===== src/rtl/clint_timer_pkg.sv =====
// clint_timer_pkg: CLINT register offsets, mip bit positions, bus FSM encoding and decode helpers
package clint_timer_pkg;

    localparam logic [15:0] CLINT_MSIP_OFF        = 16'h0000;
    localparam logic [15:0] CLINT_MTIMECMP_LO_OFF = 16'h4000;
    localparam logic [15:0] CLINT_MTIMECMP_HI_OFF = 16'h4004;
    localparam logic [15:0] CLINT_MTIME_LO_OFF    = 16'hBFF8;
    localparam logic [15:0] CLINT_MTIME_HI_OFF    = 16'hBFFC;

    localparam int MIP_MTIP_BIT = 7;
    localparam int MIP_MSIP_BIT = 3;

    typedef enum logic {IDLE, RESP} bus_state_e;

    function automatic logic [31:0] byte_merge(input logic [31:0] old_v, input logic [31:0] new_v,
                                               input logic [3:0] strb);
        logic [31:0] r;
        for (int i = 0; i < 4; i++) r[8*i +: 8] = strb[i] ? new_v[8*i +: 8] : old_v[8*i +: 8];
        return r;
    endfunction

    function automatic logic addr_hit(input logic [15:0] addr, input logic [15:0] off);
        return addr[15:2] == off[15:2];
    endfunction

endpackage


===== src/rtl/clint_timer_if.sv =====
// clint_timer_if: request/ack data-memory bus into the CLINT window
interface clint_timer_if;
    logic        req;
    logic        we;
    logic [15:0] addr;
    logic [31:0] wdata;
    logic [3:0]  wstrb;
    logic        ready;
    logic        rvalid;
    logic [31:0] rdata;

    modport master(output req, we, addr, wdata, wstrb, input ready, rvalid, rdata);
    modport slave(input req, we, addr, wdata, wstrb, output ready, rvalid, rdata);
endinterface


===== src/rtl/clint_timer_prescaler.sv =====
// clint_timer_prescaler: divides clk by PRESCALE into mtime ticks; hold masks a tick without disturbing the count
module clint_timer_prescaler #(
    parameter int unsigned PRESCALE = 1
) (
    input  logic clk,
    input  logic rst_n,
    input  logic hold_i,
    output logic tick_o
);

    logic [15:0] cnt_q, cnt_d;
    logic        wrap;

    assign wrap   = cnt_q == 16'(PRESCALE - 1);
    assign tick_o = wrap & ~hold_i;

    // free-running 0..PRESCALE-1 counter, never stalled by hold
    always_comb cnt_d = wrap ? '0 : cnt_q + 16'd1;

    // counter register
    always_ff @(posedge clk) begin
        if (!rst_n) cnt_q <= '0;
        else        cnt_q <= cnt_d;
    end

endmodule


===== src/rtl/clint_timer.sv =====
// clint_timer: CLINT mtime/mtimecmp/msip unit with registered mtip; optional msip register under CLINT_MSIP_EN
module clint_timer
    import clint_timer_pkg::*;
#(
    parameter int unsigned PRESCALE   = 1,
    parameter logic [15:0] BASE_MATCH = 16'h0000
) (
    input  logic          clk,
    input  logic          rst_n,
    clint_timer_if.slave  bus,
    output logic          mtip,
    output logic          msip
);

    bus_state_e  state_q, state_d;
    logic [63:0] mtime_q, mtime_d, mtimecmp_q, mtimecmp_d;
    logic [31:0] rdata_q, rdata_d, rd_val, wr_lo, wr_hi, cmp_lo, cmp_hi;
    logic        mtip_q, accept, wr, tick, hold;
    logic        hit_msip, hit_clo, hit_chi, hit_tlo, hit_thi;
    logic        unused_bits;

    assign unused_bits = ^{BASE_MATCH, bus.addr[1:0]};

    assign accept   = bus.req & bus.ready;
    assign wr       = accept & bus.we;
    assign hit_msip = addr_hit(bus.addr, CLINT_MSIP_OFF);
    assign hit_clo  = addr_hit(bus.addr, CLINT_MTIMECMP_LO_OFF);
    assign hit_chi  = addr_hit(bus.addr, CLINT_MTIMECMP_HI_OFF);
    assign hit_tlo  = addr_hit(bus.addr, CLINT_MTIME_LO_OFF);
    assign hit_thi  = addr_hit(bus.addr, CLINT_MTIME_HI_OFF);
    assign hold     = wr & (hit_tlo | hit_thi);

    clint_timer_prescaler #(.PRESCALE(PRESCALE)) u_prescaler (
        .clk   (clk),
        .rst_n (rst_n),
        .hold_i(hold),
        .tick_o(tick)
    );

    // bus FSM state register
    always_ff @(posedge clk) begin
        if (!rst_n) state_q <= IDLE;
        else        state_q <= state_d;
    end

    // every accepted request is acked exactly one cycle later
    always_comb state_d = (state_q == IDLE && bus.req) ? RESP : IDLE;

    // handshake outputs; rvalid is cut by reset in the same cycle
    always_comb begin
        bus.ready  = state_q == IDLE;
        bus.rvalid = (state_q == RESP) & rst_n;
        bus.rdata  = rdata_q;
    end

    // mtime half writes replace one half and drop that cycle's increment, so no carry crosses halves
    always_comb begin
        wr_lo      = byte_merge(mtime_q[31:0], bus.wdata, bus.wstrb);
        wr_hi      = byte_merge(mtime_q[63:32], bus.wdata, bus.wstrb);
        cmp_lo     = byte_merge(mtimecmp_q[31:0], bus.wdata, bus.wstrb);
        cmp_hi     = byte_merge(mtimecmp_q[63:32], bus.wdata, bus.wstrb);
        mtime_d    = (wr & hit_tlo) ? {mtime_q[63:32], wr_lo} :
                     (wr & hit_thi) ? {wr_hi, mtime_q[31:0]} :
                     tick           ? mtime_q + 64'd1 : mtime_q;
        mtimecmp_d = (wr & hit_clo) ? {mtimecmp_q[63:32], cmp_lo} :
                     (wr & hit_chi) ? {cmp_hi, mtimecmp_q[31:0]} : mtimecmp_q;
        rd_val     = hit_tlo  ? mtime_q[31:0] :
                     hit_thi  ? mtime_q[63:32] :
                     hit_clo  ? mtimecmp_q[31:0] :
                     hit_chi  ? mtimecmp_q[63:32] :
                     hit_msip ? {31'd0, msip} : 32'd0;
        rdata_d    = (accept & ~bus.we) ? rd_val : 32'd0;
    end

    // timer registers, read-data capture and registered compare
    always_ff @(posedge clk) begin
        if (!rst_n) begin
            mtime_q    <= '0;
            mtimecmp_q <= '1;
            rdata_q    <= '0;
            mtip_q     <= 1'b0;
        end else begin
            mtime_q    <= mtime_d;
            mtimecmp_q <= mtimecmp_d;
            rdata_q    <= rdata_d;
            mtip_q     <= mtime_q >= mtimecmp_q;
        end
    end

    assign mtip = mtip_q;

`ifdef CLINT_MSIP_EN
    logic msip_q;

    // software interrupt bit, written through byte lane 0
    always_ff @(posedge clk) begin
        if (!rst_n)                                msip_q <= 1'b0;
        else if (wr & hit_msip & bus.wstrb[0])     msip_q <= bus.wdata[0];
    end

    assign msip = msip_q;
`else
    assign msip = 1'b0;
`endif

endmodule


===== src/flat_wrapper.sv =====
// flat-port wrapper written by rule: the top's interface ports become plain ports
module clint_timer_flat import clint_timer_pkg::*;
#(
    parameter int unsigned PRESCALE   = 1,
    parameter logic [15:0] BASE_MATCH = 16'h0000
)
  (clk, rst_n, mtip, msip, bus_req, bus_we, bus_addr, bus_wdata, bus_wstrb, bus_ready, bus_rvalid, bus_rdata);
  clint_timer_if bus_i ();
  input  logic clk;
  input  logic rst_n;
  output logic mtip;
  output logic msip;
  input wire logic [$bits(bus_i.req)-1:0] bus_req;
  input wire logic [$bits(bus_i.we)-1:0] bus_we;
  input wire logic [$bits(bus_i.addr)-1:0] bus_addr;
  input wire logic [$bits(bus_i.wdata)-1:0] bus_wdata;
  input wire logic [$bits(bus_i.wstrb)-1:0] bus_wstrb;
  output wire logic [$bits(bus_i.ready)-1:0] bus_ready;
  output wire logic [$bits(bus_i.rvalid)-1:0] bus_rvalid;
  output wire logic [$bits(bus_i.rdata)-1:0] bus_rdata;
  assign bus_i.req = bus_req;
  assign bus_i.we = bus_we;
  assign bus_i.addr = bus_addr;
  assign bus_i.wdata = bus_wdata;
  assign bus_i.wstrb = bus_wstrb;
  assign bus_ready = bus_i.ready;
  assign bus_rvalid = bus_i.rvalid;
  assign bus_rdata = bus_i.rdata;
  clint_timer #(.PRESCALE(PRESCALE), .BASE_MATCH(BASE_MATCH)) u_core (.clk(clk), .rst_n(rst_n), .bus(bus_i), .mtip(mtip), .msip(msip));
endmodule

===== config.mk =====
export PLATFORM = sky130hd
export DESIGN_NAME = clint_timer_flat
export DESIGN_NICKNAME = d
export VERILOG_FILES = /design/src/rtl/clint_timer_pkg.sv /design/src/rtl/clint_timer_if.sv /design/src/rtl/clint_timer_prescaler.sv /design/src/rtl/clint_timer.sv /design/src/flat_wrapper.sv
export SDC_FILE = /design/constraint.sdc
export NUM_CORES = 1
export LEC_CHECK = 0
export BUFFER_PORTS_ARGS = -buffer_cell sky130_fd_sc_hd__buf_2
export CAP_MARGIN = 0
export CORE_AREA = 2 2 178 180
export DETAILED_ROUTE_END_ITERATION = 16
export DIE_AREA = 0 0 180 182
export PLACE_DENSITY = 0.51
export SYNTH_ARGS = -nofsm -noshare
export SYNTH_HDL_FRONTEND = slang
export SYNTH_HIERARCHICAL = 1
export SYNTH_SLANG_ARGS = --single-unit

===== constraint.sdc =====
create_clock -name clk -period 4.3 [get_ports clk]
set_clock_uncertainty 0.1 [all_clocks]
set_input_delay 0.86 -clock clk [delete_from_list [all_inputs] [get_ports clk]]
set_output_delay 0.86 -clock clk [all_outputs]
set_load 0.01 [all_outputs]

==> results of run 1 <==
area by class of cell:
type,count,area [sq um],area share (%)
clock buffer,19,452.9,3.692
timing repair buffer,132,785.8,6.404
multi-input combinational,987,6511,53.07
clock inverter,13,148.9,1.214
inverter,81,304.0,2.478
sequential,178,3563,29.04
tap,402,503.0,4.100
registers in the layout (all words and copies together), names as in the netlist:
register and count:
u_core/u_prescaler/cnt_q 16, u_core/state_q 1, u_core/mtip 1, u_core/mtimecmp_q 64, u_core/mtime_q 64, u_core/bus.rdata 32
worst paths after layout:
check | start | endpoint | slack, ns | depth (start not counted)
worst max-delay path | bus_addr[14] | u_core/mtime_q[60] | 1.02 | 7
worst min-delay path | u_core/mtimecmp_q[50] | u_core/mtimecmp_q[50] | 0.38 | 2
worst max register to register | u_core/mtime_q[31] | u_core/mtip | 1.13 | 7
worst min register to register | u_core/mtimecmp_q[50] | u_core/mtimecmp_q[50] | 0.38 | 2
metal layers:
metal,global-route usage [%],wire length (um),up-vias
met4,8.520,1080,0
met1,33.74,18060,5245
li1,-,-,5097
met3,3.028,3198,63
met5,0,0,-
met2,38.33,18060,515
cell usage after synthesis, drive strengths merged (4+ instances only):
cell    number
o21a         8
a32o         6
o21ai       40
or4          6
nand4       41
a22o        33
and3        19
o32ai        7
o221a        4
a31oi       18
nor4b        5
a22oi        4
o211ai      10
a222oi      32
a21boi       4
mux2i       48
and2         6
dfxtp      178
o211a        5
ha          67
a221oi       4
o22ai        5
clkbuf      58
nand2      149
nor3        45
a32oi        4
a21o        18
or3         15
nor2        99
nand4b       6
nand3       92
inv         80
a21oi       93
xor2         4
a211oi       7
xnor2       13
o21bai       4
nor4        31
buf         20
worst reg2reg max path, stage by stage, from the launching register on:
cell and delay, ns:
dfxtp_1 0.40, ha_1 0.36, nand4_1 0.15, nor4_1 0.63, inv_1 0.14, nor3_1 0.52, o311ai_0 0.45, a31oi_1 0.32
cells in the final DEF, fill, tap and decap left out, types with 7 or more instances in the layout:
master	instances
nand3_1	91
buf_4	44
a21o_1	18
a31oi_1	18
o21ai_0	39
a211oi_1	7
a21oi_1	92
a22o_1	33
nor3_1	40
a222oi_1	32
mux2i_1	48
or3_1	14
clkbuf_16	17
dfxtp_1	178
nand2_1	148
nor4_1	24
o32ai_1	7
ha_1	67
o21a_1	8
nor2_1	94
buf_2	87
and3_1	19
xnor2_1	13
inv_1	79
nand4_1	39
o211ai_1	10
cells by family (layout without fill, tap and decap cells):
kind of cell | Yosys count | after routing | share of synthesized area, %
compound gates | 328 | 328 | 21.81
buf+inv | 159 | 245 | 5.812
simple gates | 524 | 524 | 24.92
other cells | 1 | 1 | 0.03519
mux | 50 | 50 | 4.721
flops | 178 | 178 | 33.44
fa+ha+maj | 67 | 67 | 7.868
xor+xnor | 17 | 17 | 1.397
through the flow:
step / total power [mW] / utilization [%]
after global placement: 1.842 / 37.65
after detailed placement: 1.842 / 37.65
after floorplan: 1.750 / -
final: 3.435 / 39.60
after global routing: 3.544 / 39.60
after CTS: 3.471 / 39.60
report_power, final:
part	internal, mW	switching [mW]	total, mW
Combinational	0.0368	0.115	0.151
Clock	0.897	0.731	1.63
Sequential	1.65	0.00462	1.65
Total	2.58	0.851	3.43
==> impl_metrics.tcl, run 1 <==
set metrics [dict create \
    grt_pass1_vias 9959 \
    routedWlPerCell_um 22.29 \
    slew_violations 0 \
    overflow 0 \
    cts_tree "built" \
    hp-class "flop to flop" \
    numCtsBuffers 17 \
    synth_seq_cells 178 \
    die_h_um 182 \
    dp_cells 1780 \
    vias_per_cell 6.026 \
    clock_latency_ns 0.44 \
    cp_cell_sequence "buf_2 > nand4b_1 > or4_1 > nor3_2 > a21oi_1 > a32o_1 > a211o_1" \
    tns_ns 0 \
    post-cts-setup-buffers 0 \
    clkSinkCount 178 \
    setup-violations-final 0 \
    syn_avg_cell_area_sq_um 8.048 \
    grtUsageTotal_pct 24.16 \
    cts-hold-fix-buffers 0 \
    grt_antenna_before_repair 0 \
    worst_slack_ns 1.017 \
    netlist_instances 1324 \
    synth_top_area_share_pct 33.44 \
    clockBufferDepth 2 \
    start_kind "primary input" \
    core_sq_mm 0.03099 \
    ys_types 78 \
    path_buf_inv 1 \
    postRouteAntennaNets 0 \
    crit_arrival_ns 3.51 \
    critPathSlowestCell "or4_1" \
    final_layout_size_suffix_gt1_share_pct 14.18 \
    synth-warning-count 6 \
    crit_path_end_kind "flop" \
    synth_area_leaders "dfxtp_1 (33%), ha_1 (7.9%), nand2_1 (5.2%), mux2i_1 (4.5%), a21oi_1 (4.3%)" \
    grt_max_degree 69 \
    layout.cells.non_filler 1812 \
    fillers 3205 \
    max_stage_delay_ns 0.87 \
    critPathKind "primary input to flop" \
    finalHoldViolCount 0 \
    syn-cell-area_sq_mm 0.01066 \
    place_hpwl_um 29270 \
    fin_nets 1520 \
    synthArstFlopShare_pct 0 \
    post_cts_resized 0 \
    ir_drop_uv 207.3 \
    die_w_um 180 \
    dpl_cell_area_sq_mm 0.01167 \
    power_density_mw_per_mm2 279.9 \
    worst_pin_slew_ns 0.9730 \
    num_vias 10920 \
    synth_top_flop_cell "dfxtp_1" \
    synthToLayoutAreaGrowth_pct 15.15 \
    route.detailed.drc 0 \
    status "finished, final reports clean" \
    finalCriticalPeriod_ns 3.283 \
    critPathMaxFanout 11 \
    synth_top_cell_by_area "dfxtp_1" \
    grt_setup_unrepaired "false" \
    fmax_mhz 304.6 \
    drt-pass1-iter-count 7 \
    htree_levels 4 \
    portBuffers 88 \
    stdcell_area_sq_mm 0.01227 \
    cts_root_buf "clkbuf_16" \
    worst_ep_required_time_ns 4.53 \
    antennaDiodeCount 0 \
    boundaryPins 92 \
    seq_area_frac_synth_pct 33.44 \
    num_rows 65 \
    dieArea_sq_mm 0.03276 \
    fin_crit_sh_pct 76.36 \
    maxCapViolCount 0 \
    place.gp.congestion 0.9098 \
    routed_wl_um 40400 \
    cp_top_family "simple AND/OR/NAND/NOR gates" \
    relSlewSlack_pct 35.13 \
    place_ws_ns 0.6206 \
    p_leak_nw 5.633 \
    syn_nets 1447 \
    first_iter_violations 1204 \
    grt_pass1_wl_um 61380 \
    holdWs_ns 0.3767 \
    cts.reportedPaths.clkPinSlew_ns 0.07 \
    synth_edf_count 0 \
    start_util_pct 34.39 \
]
No activity file was read; power rests on OpenSTA's default activity.
==> run 2, diff against run 1 <==
--- a/config.mk
+++ b/config.mk
@@ -10,7 +10,7 @@
 export CORE_AREA = 2 2 178 180
 export DETAILED_ROUTE_END_ITERATION = 16
 export DIE_AREA = 0 0 180 182
-export PLACE_DENSITY = 0.51
+export PLACE_DENSITY = 0.53
 export SYNTH_ARGS = -nofsm -noshare
 export SYNTH_HDL_FRONTEND = slang
 export SYNTH_HIERARCHICAL = 1
==> constraint.sdc (replaced) <==
create_clock -name clk -period 2.8 [get_ports clk]
set_clock_uncertainty 0.1 [all_clocks]
set_input_delay 0.56 -clock clk [delete_from_list [all_inputs] [get_ports clk]]
set_output_delay 0.56 -clock clk [all_outputs]
set_load 0.01 [all_outputs]
==> impl_metrics.tcl, run 2 (same netlist as run 1, synthesis figures left out) <==
set metrics [dict create \
    num_vias 11380 \
    cp_common_cell "buf_4" \
    fmax_mhz 373.6 \
    portBuffers 88 \
    fin_crit_sh_pct 95.60 \
    routed_wl_um 42410 \
    status "finished, final reports clean" \
    route.detailed.drc 0 \
    start_util_pct 34.39 \
    die_w_um 180 \
    relSlewSlack_pct 62.98 \
    synthToLayoutAreaGrowth_pct 26.66 \
    die_h_um 182 \
    boundaryPins 92 \
    p_sw_mw 1.348 \
    intPower_mw 3.970 \
    stdcell_area_sq_mm 0.01350 \
    swShare_pct 25.35 \
    cts_root_buf "clkbuf_16" \
    hp-class "primary input to flop" \
    layout_commonest_cell "buf_4" \
    regArea_sq_mm 0.003563 \
    place.gp.congestion 0.9485 \
    critPathSlowestCell "or4_4" \
    rrSetupSlack_ns 0.12 \
    power_density_mw_per_mm2 394.0 \
    cts_tree "built" \
    worst_ep_required_time_ns 3.03 \
    mostFrequentLayoutCells "buf_4 (188), dfxtp_1 (178), nand2_1 (148)" \
    clock_latency_ns 0.45 \
    routedWlPerCell_um 21.62 \
    drt-pass1-iter-count 9 \
    cts.reportedPaths.clkPinSlew_ns 0.07 \
    path_buf_inv 2 \
    grtUsageTotal_pct 25.66 \
    dieArea_sq_mm 0.03276 \
    clockBufferDepth 2 \
    multiInputGateArea_sq_mm 0.006549 \
    place_hpwl_um 31770 \
    cp_cell_sequence "buf_4 > nand2_1 > or3_4 > or4_4 > nor4_1 > buf_4 > mux2i_1 > o22ai_1" \
    p_comb_share_pct 4.7 \
    overflow 0 \
    core_sq_mm 0.03099 \
    grt_pass1_wl_um 64910 \
    grt_antenna_before_repair 0 \
    vias_per_cell 5.800 \
    power_frac_clock_pct 47.6 \
    htree_levels 4 \
    setup-violations-final 0 \
    num_rows 65 \
    max_stage_delay_ns 0.57 \
    worst_pin_slew_ns 0.5494 \
    dpl_cell_area_sq_mm 0.01285 \
    fin_util_pct 43.55 \
    grt_max_degree 108 \
    slew_violations 0 \
    clkSinkCount 178 \
    numCtsBuffers 17 \
    power_frac_seq_pct 47.7 \
    fillers 3171 \
    crit_path_end_kind "flop" \
    finalHoldViolCount 0 \
    fin_nets 1669 \
    finalCriticalPeriod_ns 2.677 \
    cp_top_family "simple AND/OR/NAND/NOR gates" \
    first_iter_violations 1362 \
    maxCapViolCount 0 \
    grt_pass1_vias 10760 \
    ir_drop_uv 408.9 \
    postRouteAntennaNets 0 \
    grt_setup_unrepaired "false" \
    critPathMaxFanout 6 \
    start_kind "flop" \
    final_layout_size_suffix_gt1_share_pct 22.84 \
    critPathKind "flop to flop" \
    p_leak_nw 6.408 \
    crit_arrival_ns 2.90 \
]
[run 2: cell types whose count changed in the layout (fill, tap and decap cells not counted), moves of 2 or more]
cell    previous run  this run
nor3_2             4         7
buf_12             1         6
buf_4             44       188
inv_8              0         2
nor2_2             5         7
nor2_1            94        92
nor3_1            40        37
[run 2: timing repair]
item | 4_1_cts | 5_1_grt
resized for setup | 0 | 7
endpoints found under the setup margin | 0 | 5
hold buffers | 0 | 0
endpoints found under the hold margin | 0 | 0
buffers inserted | 0 | 1
[run 2: path summary, 6_finish.rpt]
kind,from,depth (start not counted),endpoint
min reg2reg,u_core/mtimecmp_q[39],2,u_core/mtimecmp_q[39]
max reg2reg,u_core/mtime_q[31],8,u_core/mtime_q[52]
min,rst_n,2,u_core/mtimecmp_q[15]
max,u_core/mtime_q[31],8,u_core/mtime_q[52]
[run 2: worst register-to-register path: stages, from the launching register on]
cell and delay [ns]:
dfxtp_1 0.37, buf_4 0.17, nand2_1 0.13, or3_4 0.39, or4_4 0.57, nor4_1 0.38, buf_4 0.18, mux2i_1 0.18
o22ai_1 0.09
[run 2: power by group through the flow]
stage	clock (mW)	combinational, mW	sequential, mW
2_1_floorplan	0	0.0905	2.60
3_3_place_gp	0	0.244	2.60
3_5_place_dp	0	0.244	2.60
4_1_cts	2.58	0.245	2.54
5_1_grt	2.69	0.261	2.54
6_report	2.53	0.249	2.54
[run 2: layout make-up]
cell class | count | share of cell area (%)
multi-input combinational | 987 | 48.53
sequential | 178 | 26.40
timing repair buffer | 281 | 14.57
tap | 402 | 3.727
clock buffer | 18 | 3.254
inverter | 81 | 2.253
clock inverter | 14 | 1.242
antenna | 1 | 0.01854
[run 2: metal layers]
metal	GRT usage, %	part of all wire [%]	vias to the layer above
met3	3.710	7.0	83
met2	41.56	45	473
met5	0	0	-
li1	-	-	5382
met1	34.83	45	5441
met4	9.041	3.0	0
[run 2: metrics by stage]
stage	power (mW)	cells	hold slack (ns)	setup TNS [ns]	worst slack [ns]
3_5_place_dp	2.840	1928	0.3617	-0.4872	-0.08172
2_1_floorplan	2.688	1324	0.3408	0	0.001976
6_report	5.318	1962	0.2732	0	0.1233
4_1_cts	5.362	1960	0.2623	0	0.09611
5_1_grt	5.486	1961	0.2689	0	0.01465
3_3_place_gp	2.839	1928	0.3543	-0.2971	-0.09165
